==> src/rtl/uart_cmd_assembler_pkg.sv <==
// Shared types and constants for the UART command assembler.
// Optional checksum byte is enabled by defining CMD_CKSUM_EN.
package uart_cmd_pkg;

  typedef enum logic [2:0] {
    HUNT = 3'd0,
    OPC  = 3'd1,
    DHI  = 3'd2,
    DLO  = 3'd3,
    CKS  = 3'd4
  } state_t;

  localparam logic [7:0] SYNC_BYTE_DEF = 8'hA5;
  localparam int         BAUD_CLKS     = 5208;
  localparam int         TIMEOUT_DEF   = 20 * BAUD_CLKS;

  // Modulo-256 sum of a checksummed frame body; zero means the frame is good.
  function automatic logic [7:0] frame_sum(input logic [7:0] a, input logic [7:0] b,
                                           input logic [7:0] c, input logic [7:0] d);
    frame_sum = a + b + c + d;
  endfunction

endpackage

==> src/rtl/uart_cmd_assembler_if.sv <==
// Byte-in / command-out bundle between receiver, assembler and consumer.
//
// Handshakes:
//  - Byte side: rdy is a level held by the receiver while rx_data is valid;
//    the assembler takes the byte in a cycle where rdy=1 and clr_rdy=0, and
//    answers with a single-cycle clr_rdy on the following cycle.
//  - Command side: cmd_vld stays high with cmd_opcode/cmd_data stable until
//    the consumer raises cmd_ack in a cycle where cmd_vld=1; cmd_vld drops on
//    the next cycle. cmd_ack with cmd_vld=0 has no effect.
interface uart_cmd_if;
  logic        rdy;
  logic [7:0]  rx_data;
  logic        clr_rdy;
  logic        cmd_vld;
  logic [7:0]  cmd_opcode;
  logic [15:0] cmd_data;
  logic        cmd_ack;
  logic        frm_err;
  logic        cmd_ovr;

  // Receiver + command consumer side
  modport master (
    output rdy, rx_data, cmd_ack,
    input  clr_rdy, cmd_vld, cmd_opcode, cmd_data, frm_err, cmd_ovr
  );

  // Assembler side
  modport slave (
    input  rdy, rx_data, cmd_ack,
    output clr_rdy, cmd_vld, cmd_opcode, cmd_data, frm_err, cmd_ovr
  );
endinterface

==> src/rtl/uart_cmd_assembler_gap_timer.sv <==
// Inter-byte gap timer: counts clocks while enabled, cleared by each accepted
// byte, and flags the cycle in which the gap limit is reached.
module uart_gap_timer
  import uart_cmd_pkg::*;
#(
  parameter int TIMEOUT_CLKS = TIMEOUT_DEF
) (
  input  logic clk,
  input  logic rst,
  input  logic clr,
  input  logic en,
  output logic timeout
);

  localparam int W = $clog2(TIMEOUT_CLKS + 1);
  localparam logic [W-1:0] LAST = W'(TIMEOUT_CLKS - 1);

  logic [W-1:0] count;

  // Count idle clocks inside a frame; held at zero while hunting.
  always_ff @(posedge clk or posedge rst) begin
    if (rst) begin
      count <= '0;
    end else if (clr || !en) begin
      count <= '0;
    end else if (count != LAST) begin
      count <= count + 1'b1;
    end
  end

  // A byte accepted in the limit cycle wins over the timeout.
  assign timeout = en & ~clr & (count == LAST);

endmodule

==> src/rtl/uart_cmd_assembler.sv <==
// Frame assembler: hunts for the sync byte, collects opcode and 16-bit data
// (plus a checksum byte when CMD_CKSUM_EN is defined) and presents the
// finished command on a valid/ack port. Reports timeouts and overruns.
module uart_cmd_assembler
  import uart_cmd_pkg::*;
#(
  parameter logic [7:0] SYNC_BYTE    = SYNC_BYTE_DEF,
  parameter int         TIMEOUT_CLKS = TIMEOUT_DEF
) (
  input  logic         clk,
  input  logic         rst,
  uart_cmd_if.slave    bus,
  output state_t       dbg_state
);

  state_t      state, state_nxt;
  logic        take;
  logic        timeout;
  logic        ld_opc, ld_dhi;
  logic        complete;
  logic        cks_fail;
  logic [7:0]  opc_q, dhi_q;
  logic [15:0] new_data;
`ifdef CMD_CKSUM_EN
  logic        ld_dlo;
  logic [7:0]  dlo_q;
`endif

  // clr_rdy masks the byte for the one cycle rdy lingers after acknowledge.
  assign take      = bus.rdy & ~bus.clr_rdy;
  assign dbg_state = state;

  uart_gap_timer #(.TIMEOUT_CLKS(TIMEOUT_CLKS)) u_gap_timer (
    .clk     (clk),
    .rst     (rst),
    .clr     (take),
    .en      (state != HUNT),
    .timeout (timeout)
  );

  // State register.
  always_ff @(posedge clk or posedge rst) begin
    if (rst) state <= HUNT;
    else     state <= state_nxt;
  end

  // Next state and per-byte load strobes; bytes only move the FSM on take.
  always_comb begin
    state_nxt = state;
    ld_opc    = 1'b0;
    ld_dhi    = 1'b0;
    complete  = 1'b0;
    cks_fail  = 1'b0;
`ifdef CMD_CKSUM_EN
    ld_dlo    = 1'b0;
    new_data  = {dhi_q, dlo_q};
`else
    new_data  = {dhi_q, bus.rx_data};
`endif
    if (timeout) begin
      state_nxt = HUNT;
    end else if (take) begin
      case (state)
        HUNT: if (bus.rx_data == SYNC_BYTE) state_nxt = OPC;
        OPC: begin
          ld_opc    = 1'b1;
          state_nxt = DHI;
        end
        DHI: begin
          ld_dhi    = 1'b1;
          state_nxt = DLO;
        end
`ifdef CMD_CKSUM_EN
        DLO: begin
          ld_dlo    = 1'b1;
          state_nxt = CKS;
        end
        CKS: begin
          if (frame_sum(opc_q, dhi_q, dlo_q, bus.rx_data) == 8'h00) complete = 1'b1;
          else                                                       cks_fail = 1'b1;
          state_nxt = HUNT;
        end
`else
        DLO: begin
          complete  = 1'b1;
          state_nxt = HUNT;
        end
`endif
        default: state_nxt = HUNT;
      endcase
    end
  end

  // Partial-frame holding registers.
  always_ff @(posedge clk or posedge rst) begin
    if (rst) begin
      opc_q <= '0;
      dhi_q <= '0;
`ifdef CMD_CKSUM_EN
      dlo_q <= '0;
`endif
    end else begin
      if (ld_opc) opc_q <= bus.rx_data;
      if (ld_dhi) dhi_q <= bus.rx_data;
`ifdef CMD_CKSUM_EN
      if (ld_dlo) dlo_q <= bus.rx_data;
`endif
    end
  end

  // Output registers: byte acknowledge, command hold, error/overrun pulses.
  always_ff @(posedge clk or posedge rst) begin
    if (rst) begin
      bus.clr_rdy    <= 1'b0;
      bus.cmd_vld    <= 1'b0;
      bus.cmd_opcode <= '0;
      bus.cmd_data   <= '0;
      bus.frm_err    <= 1'b0;
      bus.cmd_ovr    <= 1'b0;
    end else begin
      bus.clr_rdy <= take;
      bus.frm_err <= timeout | cks_fail;
      bus.cmd_ovr <= complete & bus.cmd_vld & ~bus.cmd_ack;
      if (complete && (!bus.cmd_vld || bus.cmd_ack)) begin
        bus.cmd_vld    <= 1'b1;
        bus.cmd_opcode <= opc_q;
        bus.cmd_data   <= new_data;
      end else if (bus.cmd_ack) begin
        bus.cmd_vld <= 1'b0;
      end
    end
  end

endmodule
==> src/flat_wrapper.sv <==
// flat-port wrapper written by rule: the top's interface ports become plain ports
module uart_cmd_assembler_flat import uart_cmd_pkg::*;
#(
  parameter logic [7:0] SYNC_BYTE    = SYNC_BYTE_DEF,
  parameter int         TIMEOUT_CLKS = TIMEOUT_DEF
)
  (clk, rst, dbg_state, bus_rdy, bus_rx_data, bus_cmd_ack, bus_clr_rdy, bus_cmd_vld, bus_cmd_opcode, bus_cmd_data, bus_frm_err, bus_cmd_ovr);
  uart_cmd_if bus_i ();
  input  logic clk;
  input  logic rst;
  output state_t dbg_state;
  input wire logic [$bits(bus_i.rdy)-1:0] bus_rdy;
  input wire logic [$bits(bus_i.rx_data)-1:0] bus_rx_data;
  input wire logic [$bits(bus_i.cmd_ack)-1:0] bus_cmd_ack;
  output wire logic [$bits(bus_i.clr_rdy)-1:0] bus_clr_rdy;
  output wire logic [$bits(bus_i.cmd_vld)-1:0] bus_cmd_vld;
  output wire logic [$bits(bus_i.cmd_opcode)-1:0] bus_cmd_opcode;
  output wire logic [$bits(bus_i.cmd_data)-1:0] bus_cmd_data;
  output wire logic [$bits(bus_i.frm_err)-1:0] bus_frm_err;
  output wire logic [$bits(bus_i.cmd_ovr)-1:0] bus_cmd_ovr;
  assign bus_i.rdy = bus_rdy;
  assign bus_i.rx_data = bus_rx_data;
  assign bus_i.cmd_ack = bus_cmd_ack;
  assign bus_clr_rdy = bus_i.clr_rdy;
  assign bus_cmd_vld = bus_i.cmd_vld;
  assign bus_cmd_opcode = bus_i.cmd_opcode;
  assign bus_cmd_data = bus_i.cmd_data;
  assign bus_frm_err = bus_i.frm_err;
  assign bus_cmd_ovr = bus_i.cmd_ovr;
  uart_cmd_assembler #(.SYNC_BYTE(SYNC_BYTE), .TIMEOUT_CLKS(TIMEOUT_CLKS)) u_core (.clk(clk), .rst(rst), .bus(bus_i), .dbg_state(dbg_state));
endmodule
==> config.mk <==
export PLATFORM = sky130hd
export DESIGN_NAME = uart_cmd_assembler_flat
export DESIGN_NICKNAME = d
export VERILOG_FILES = /design/src/rtl/uart_cmd_assembler_pkg.sv /design/src/rtl/uart_cmd_assembler_if.sv /design/src/rtl/uart_cmd_assembler_gap_timer.sv /design/src/rtl/uart_cmd_assembler.sv /design/src/flat_wrapper.sv
export SDC_FILE = /design/constraint.sdc
export NUM_CORES = 1
export LEC_CHECK = 0
export ABC_AREA = 0
export CAP_MARGIN = 20
export CORE_MARGIN = 4
export CORE_UTILIZATION = 58
export DETAILED_ROUTE_END_ITERATION = 7
export HOLD_SLACK_MARGIN = 0.1
export PLACE_DENSITY = 0.86
export SYNTH_ARGS = -nofsm -noshare
export SYNTH_HDL_FRONTEND = slang
export SYNTH_HIERARCHICAL = 1
export SYNTH_SLANG_ARGS = --single-unit
==> constraint.sdc <==
create_clock -name clk -period 5.31 [get_ports clk]
set_clock_uncertainty 0.15 [all_clocks]
set_input_delay 1.593 -clock clk [delete_from_list [all_inputs] [get_ports clk]]
set_output_delay 1.593 -clock clk [all_outputs]
set_load 0.01 [all_outputs]
# After elaboration in Yosys (flattened, before gate mapping)
# Cells that the tools add are included.
# op_classes
add_sub_neg	1
n_eq_ne	7
muxes	17
n_bitwise	8
reduce_logical	11
# op_table
operator	count
2-to-1 mux 17 bit	2
adder 17 x 1 -> 17 bit (second input constant)	1
== test 17 bit (second input constant)	1
inequality test 17 bit (second input constant)	1
2-to-1 mux 1 bit	11
2-to-1 mux 3 bit	3
case mux 3 bit (3 select lines)	1
== test 8 bit (second input constant)	1
== test 3 x 2 -> 1 bit (second input constant)	2
nonzero test 2 bit	3
bitwise AND 1 bit	5
== test 3 x 1 -> 1 bit (second input constant)	1
zero test 3 bit	1
inequality test 3 x 1 -> 1 bit (second input constant)	1
NOT 1 bit	3
nonzero test 3 bit	1
zero test 1 bit	2
logical OR 1 bit	2
AND reduction 2 bit	1
logical AND 1 bit	1
# totals
reg_bits	64
in_bits	12
output_inout_bits	31
elab_cells	54

# Logic depth before layout (Yosys ltp)
# logic_depth
depth_word	8
ltp_mapped	10
depth_no_buf	8

# By module
# Netlist, hierarchy kept.
# by_module_without_submodules
module	n_inst	cells_per_inst	area_each_um2	seq_area_each_um2
uart_cmd_assembler	1	123	1978.1	1151.1
uart_gap_timer	1	96	894.6	425.4

# Worst setup path after synthesis
# No wires, ideal clock.
# synth_timing
kind	in2reg
startpoint	input bus_rdy
endpoint	register u_core.dhi_q[0]
setup_time_ps	125
arrival_ps	2971
required_time_ps	5035
setup_slack_ps	2064
stages	8
n_path_buf	1
path_cell_list	nand2b_1 -> inv_1 -> nor2b_1 -> and2_1 -> nor3b_4 -> and2_2 -> buf_4 -> mux2_2
# synth_between
elab_chain_len	5
word_cells_on_any_way	6
cone_classes	mux: 2; bitwise: 4
# synth_rtl
item	line	text
from (decl)	flat_wrapper.sv:12	input wire logic [$bits(bus_i.rdy)-1:0] bus_rdy;
bitwise AND 1 bit	uart_cmd_assembler.sv:30	assign take = bus.rdy & ~bus.clr_rdy;
net u_core.take	uart_cmd_assembler.sv:17	logic take;
NOT 1 bit	uart_cmd_assembler_gap_timer.sv:32	assign timeout = en & ~clr & (count == LAST);
bitwise AND 1 bit (2 in a row)	uart_cmd_assembler_gap_timer.sv:32	
net u_core.timeout	uart_cmd_assembler.sv:18	logic timeout;
2-to-1 mux 1 bit	uart_cmd_assembler.sv:60	if (timeout) begin
to (signal assigned)	uart_cmd_assembler.sv:104	if (ld_dhi) dhi_q <= bus.rx_data;
to (decl)	uart_cmd_assembler.sv:22	logic [7:0] opc_q, dhi_q;
# The timed path passes the listed nets, and every way through them passes these cells.
# A chain may end at the register's enable or synchronous reset.

# Worst setup path after layout
# layout_timing
startpoint	input bus_rdy
endpoint	register u_core.bus.cmd_data[6]
# layout_between
elab_chain_len	6
word_cells_on_any_way	7
cone_classes	mux: 2; bitwise: 4; reduce/logical: 1
# layout_rtl
item	line	text
bitwise AND 1 bit	uart_cmd_assembler.sv:30	
net u_core.take	uart_cmd_assembler.sv:17	
NOT 1 bit	uart_cmd_assembler_gap_timer.sv:32	
bitwise AND 1 bit (2 in a row)	uart_cmd_assembler_gap_timer.sv:32	
net u_core.timeout	uart_cmd_assembler.sv:18	
2-to-1 mux 1 bit	uart_cmd_assembler.sv:60	
logical AND 1 bit	uart_cmd_assembler.sv:124	if (complete && (!bus.cmd_vld || bus.cmd_ack)) begin
to (signal assigned)	uart_cmd_assembler.sv:127	bus.cmd_data <= new_data;
to (decl)	uart_cmd_assembler_if.sv:30	output clr_rdy, cmd_vld, cmd_opcode, cmd_data, frm_err, cmd_ovr
# The timed path passes the listed nets, and every way through them passes these cells.

==> flow_metrics.env <==
export IMPL_clock_fmax_mhz=258
export IMPL_floorplan_die_area_sq_um=6140
export IMPL_finalPower_mw=1.87
export IMPL_hold_class="reg -> reg"
export IMPL_cts_tree="built"
export IMPL_place_worst_setup_slack_ps=1150
export IMPL_power_net_switching_mw=0.527
export IMPL_final_max_slew_violation_count=0
export IMPL_yosys_register_bits=63
export IMPL_numPlacedInstances=319
export IMPL_report_final_setup_viol=0
export IMPL_final_nets=280
export IMPL_setup_total_negative_slack_ps=0
export IMPL_firstDrtPassIters=4
export IMPL_netlist_cell_type_count=43
export IMPL_internal_power_mw=1.34
export IMPL_cts_hold_buffers_added=0
export IMPL_synth_area_sq_um=2870
export IMPL_die_y_um=78.4
export IMPL_timing_reg2reg_setup_slack_ps=2230
export IMPL_yosys_most_used_dff="sky130_fd_sc_hd__dfrtp_1"
export IMPL_finalCritPeriodShare=0.730
export IMPL_post_route_cells_drive_above_1_share=0.250
export IMPL_vias_per_instance=5.46
export IMPL_outcome="finished clean"
export IMPL_final_design_area_no_fill_sq_um=3530
export IMPL_cts_repair_resize_count=0
export IMPL_place_port_buffers=41
export IMPL_critPathKind="in -> reg"
export IMPL_grt_ovfl_total=0
export IMPL_root_buffer="sky130_fd_sc_hd__clkbuf_8"
export IMPL_flow_area_growth_from_synthesis_pct=22.8
export IMPL_syn_num_nets=236
export IMPL_layout_commonest_cell="sky130_fd_sc_hd__dfrtp_1"
export IMPL_reg2reg_depth=7
export IMPL_final_cell_mix="sky130_fd_sc_hd__dfrtp_1 (63), sky130_fd_sc_hd__clkdlybuf4s50_1 (41), sky130_fd_sc_hd__mux2_2 (20), sky130_fd_sc_hd__mux2_4 (20), sky130_fd_sc_hd__nor2_1 (17)"
export IMPL_hold_worst_slack_ps=353
export IMPL_report_final_hold_viol_count=0
export IMPL_via_count_of_the_first_global_routing_pass=1853
export IMPL_place_area_sq_um=3310
export IMPL_kind_of_launch_point_of_the_worst_setup_path="input port"
export IMPL_rsz0062_at_grt="false"
export IMPL_antenna_found_initial=0
export IMPL_yosys_warnings=6
export IMPL_route_detailed_drc=0
export IMPL_fp_dieW_um=78.4
export IMPL_critical_path_required_ps=5370
export IMPL_worstReg2RegStart="u_core/u_gap_timer/count[0]$_DFFE_PP0P_"
export IMPL_clock_insertion_delay_at_the_later_pin_of_the_skew_report_ps=330
export IMPL_synth_seq_area_share=0.549
export IMPL_placement_rows=25
export IMPL_cp_max_fo=24
export IMPL_post_synth_cell_area_avg_sq_um=13.1
export IMPL_worst_pin_slew_ps=909
export IMPL_synthArstFlopShare=1.00
export IMPL_p_sw_frac=0.282
export IMPL_cts_repair_timing_setup_buffer_count=0
export IMPL_maxCapViolations=0
export IMPL_slew_headroom=0.393
export IMPL_capturing_point_of_the_worst_reg2reg_path="u_core/bus.cmd_data[6]$_DFFE_PP0P_"
export IMPL_worstPathArrival_ps=3940
export IMPL_postRouteAntennaNets=0
export IMPL_detailroute_via_count=1828
export IMPL_setup_slack_ps=1430
export IMPL_power_leakage_nw=1.58
export IMPL_drt_iter0_markers=89
export IMPL_timing_hold_worst_start="u_core/opc_q[5]$_DFFE_PP0P_"
export IMPL_p_clk_frac=0.245
export IMPL_clockBufferDepth=2
export IMPL_p_per_area_nw_per_um2=529
export IMPL_grt_start_max_net_pins=47
export IMPL_routed_wirelength_mm=5.40
export IMPL_final_critical_path_time_including_i_o_delays_and_setup_ps=3880
export IMPL_p_comb_frac=0.345
export IMPL_finish_cell_count_without_fillers=335
export IMPL_place_gp_congestion=0.850
export IMPL_min_delay_path_depth=1
export IMPL_worst_setup_path_end_kind="flop"
export IMPL_clkSinkCount=63
export IMPL_crit_path_start="bus_rdy"
export IMPL_gr_usage_all_layers=0.196
export IMPL_dp_final_hpwl_mm=3.70
export IMPL_grt_first_pass_wirelength_mm=9.23
export IMPL_final_util=0.742
export IMPL_synthesis_instances=219
export IMPL_coreArea_sq_um=4750
export IMPL_ctsHtreeMaxLevel=3
export IMPL_cts_inserted_buffers=9
export IMPL_antennaDiodeCount=0
export IMPL_worstHoldEndpoint="u_core/opc_q[5]$_DFFE_PP0P_"
export IMPL_io_pins=43
export IMPL_synth_enable_flop_cells=0
export IMPL_floorplan_initialDensity=0.604
export IMPL_post_drt_wl_per_cell_um=16.1
export IMPL_seq_power_share=0.410
export IMPL_irDropWorstVdd_mv=0.293
export IMPL_worst_setup_hold_path_clk_slew_ps=70
## flip-flops by register name (all words and copies together), names as in the netlist
name,flops
u_core/bus.cmd_opcode,8
u_core/bus.cmd_ovr,1
u_core/dbg_state,2
u_core/dhi_q,8
u_core/bus.frm_err,1
u_core/u_gap_timer/count,17
u_core/bus.clr_rdy,1
u_core/opc_q,8
u_core/bus.cmd_data,16
u_core/bus.cmd_vld,1
## power groups by stage
stage	logic, mW	registers (mW)	clock network [mW]
global placement	0.626	0.763	0
global route	0.695	0.795	0.487
detailed placement	0.649	0.774	0
finish	0.645	0.765	0.457
CTS	0.654	0.767	0.465
floorplan	0.339	0.796	0
## critical path: stages
cell and delay, ps:
sky130_fd_sc_hd__clkdlybuf4s50_1 520, sky130_fd_sc_hd__nand2b_1 100, sky130_fd_sc_hd__inv_1 130, sky130_fd_sc_hd__nor2b_1 100, sky130_fd_sc_hd__and2_1 260, sky130_fd_sc_hd__nor3b_4 360
sky130_fd_sc_hd__nand3_4 420, sky130_fd_sc_hd__mux2_4 440
## synthesized netlist by cell type, drive strengths merged (3+ instances only)
master | count | share of area
and2 | 4 | 0.0096
a21oi | 5 | 0.0087
and4 | 3 | 0.0091
nor2 | 17 | 0.022
xor2 | 5 | 0.015
inv | 6 | 0.0078
nand3 | 8 | 0.020
o21ai | 5 | 0.0087
dfrtp | 63 | 0.55
ha | 5 | 0.022
buf | 7 | 0.020
or3 | 4 | 0.0096
nand2 | 9 | 0.012
mux2 | 40 | 0.18
nand4 | 7 | 0.015
xnor2 | 4 | 0.012
nand2b | 3 | 0.0065
## routing by layer
| metal | GRT usage | part of all wire | wire length [um] |
|---|---|---|---|
| met5 | 0 | 0 | 0 |
| met4 | 0.0699 | 0.019 | 105 |
| met3 | 0.0665 | 0.055 | 295 |
| met2 | 0.314 | 0.49 | 2670 |
| met1 | 0.249 | 0.43 | 2330 |
## logic make-up after synthesis
kind of cell | count (synthesis) | share of synthesized area
flip-flops | 63 | 0.549
AND/OR/NAND/NOR | 72 | 0.156
adder cells (fa/ha/maj) | 5 | 0.0218
other | 1 | 0.00131
XOR/XNOR | 9 | 0.0274
buffers and inverters | 14 | 0.0292
multiplexers | 40 | 0.183
AO/OA/AOI/OAI | 15 | 0.0327
## worst max path at each step
| stage | end | slack [ps] | depth (start not counted) |
|---|---|---|---|
| floorplan | u_core/dhi_q[0]$_DFFE_PP0P_ | 2060 | 8 |
| global placement | u_core/bus.cmd_opcode[0]$_DFFE_PP0P_ | 1280 | 8 |
| detailed placement | u_core/bus.cmd_opcode[0]$_DFFE_PP0P_ | 1150 | 8 |
| CTS | u_core/bus.cmd_data[6]$_DFFE_PP0P_ | 1470 | 8 |
| global route | u_core/bus.cmd_opcode[0]$_DFFE_PP0P_ | 1350 | 8 |
| finish | u_core/bus.cmd_data[6]$_DFFE_PP0P_ | 1430 | 8 |
## final cells by class
class | count | area (sq um)
clock buffer | 11 | 141
fill | 312 | 1230
timing repair buffer | 41 | 410
clock inverter | 5 | 81.3
inverter | 6 | 22.5
sequential | 63 | 1580
tap | 67 | 83.8
multi-input combinational | 142 | 1210
No activity file was read; power rests on OpenSTA's default activity.
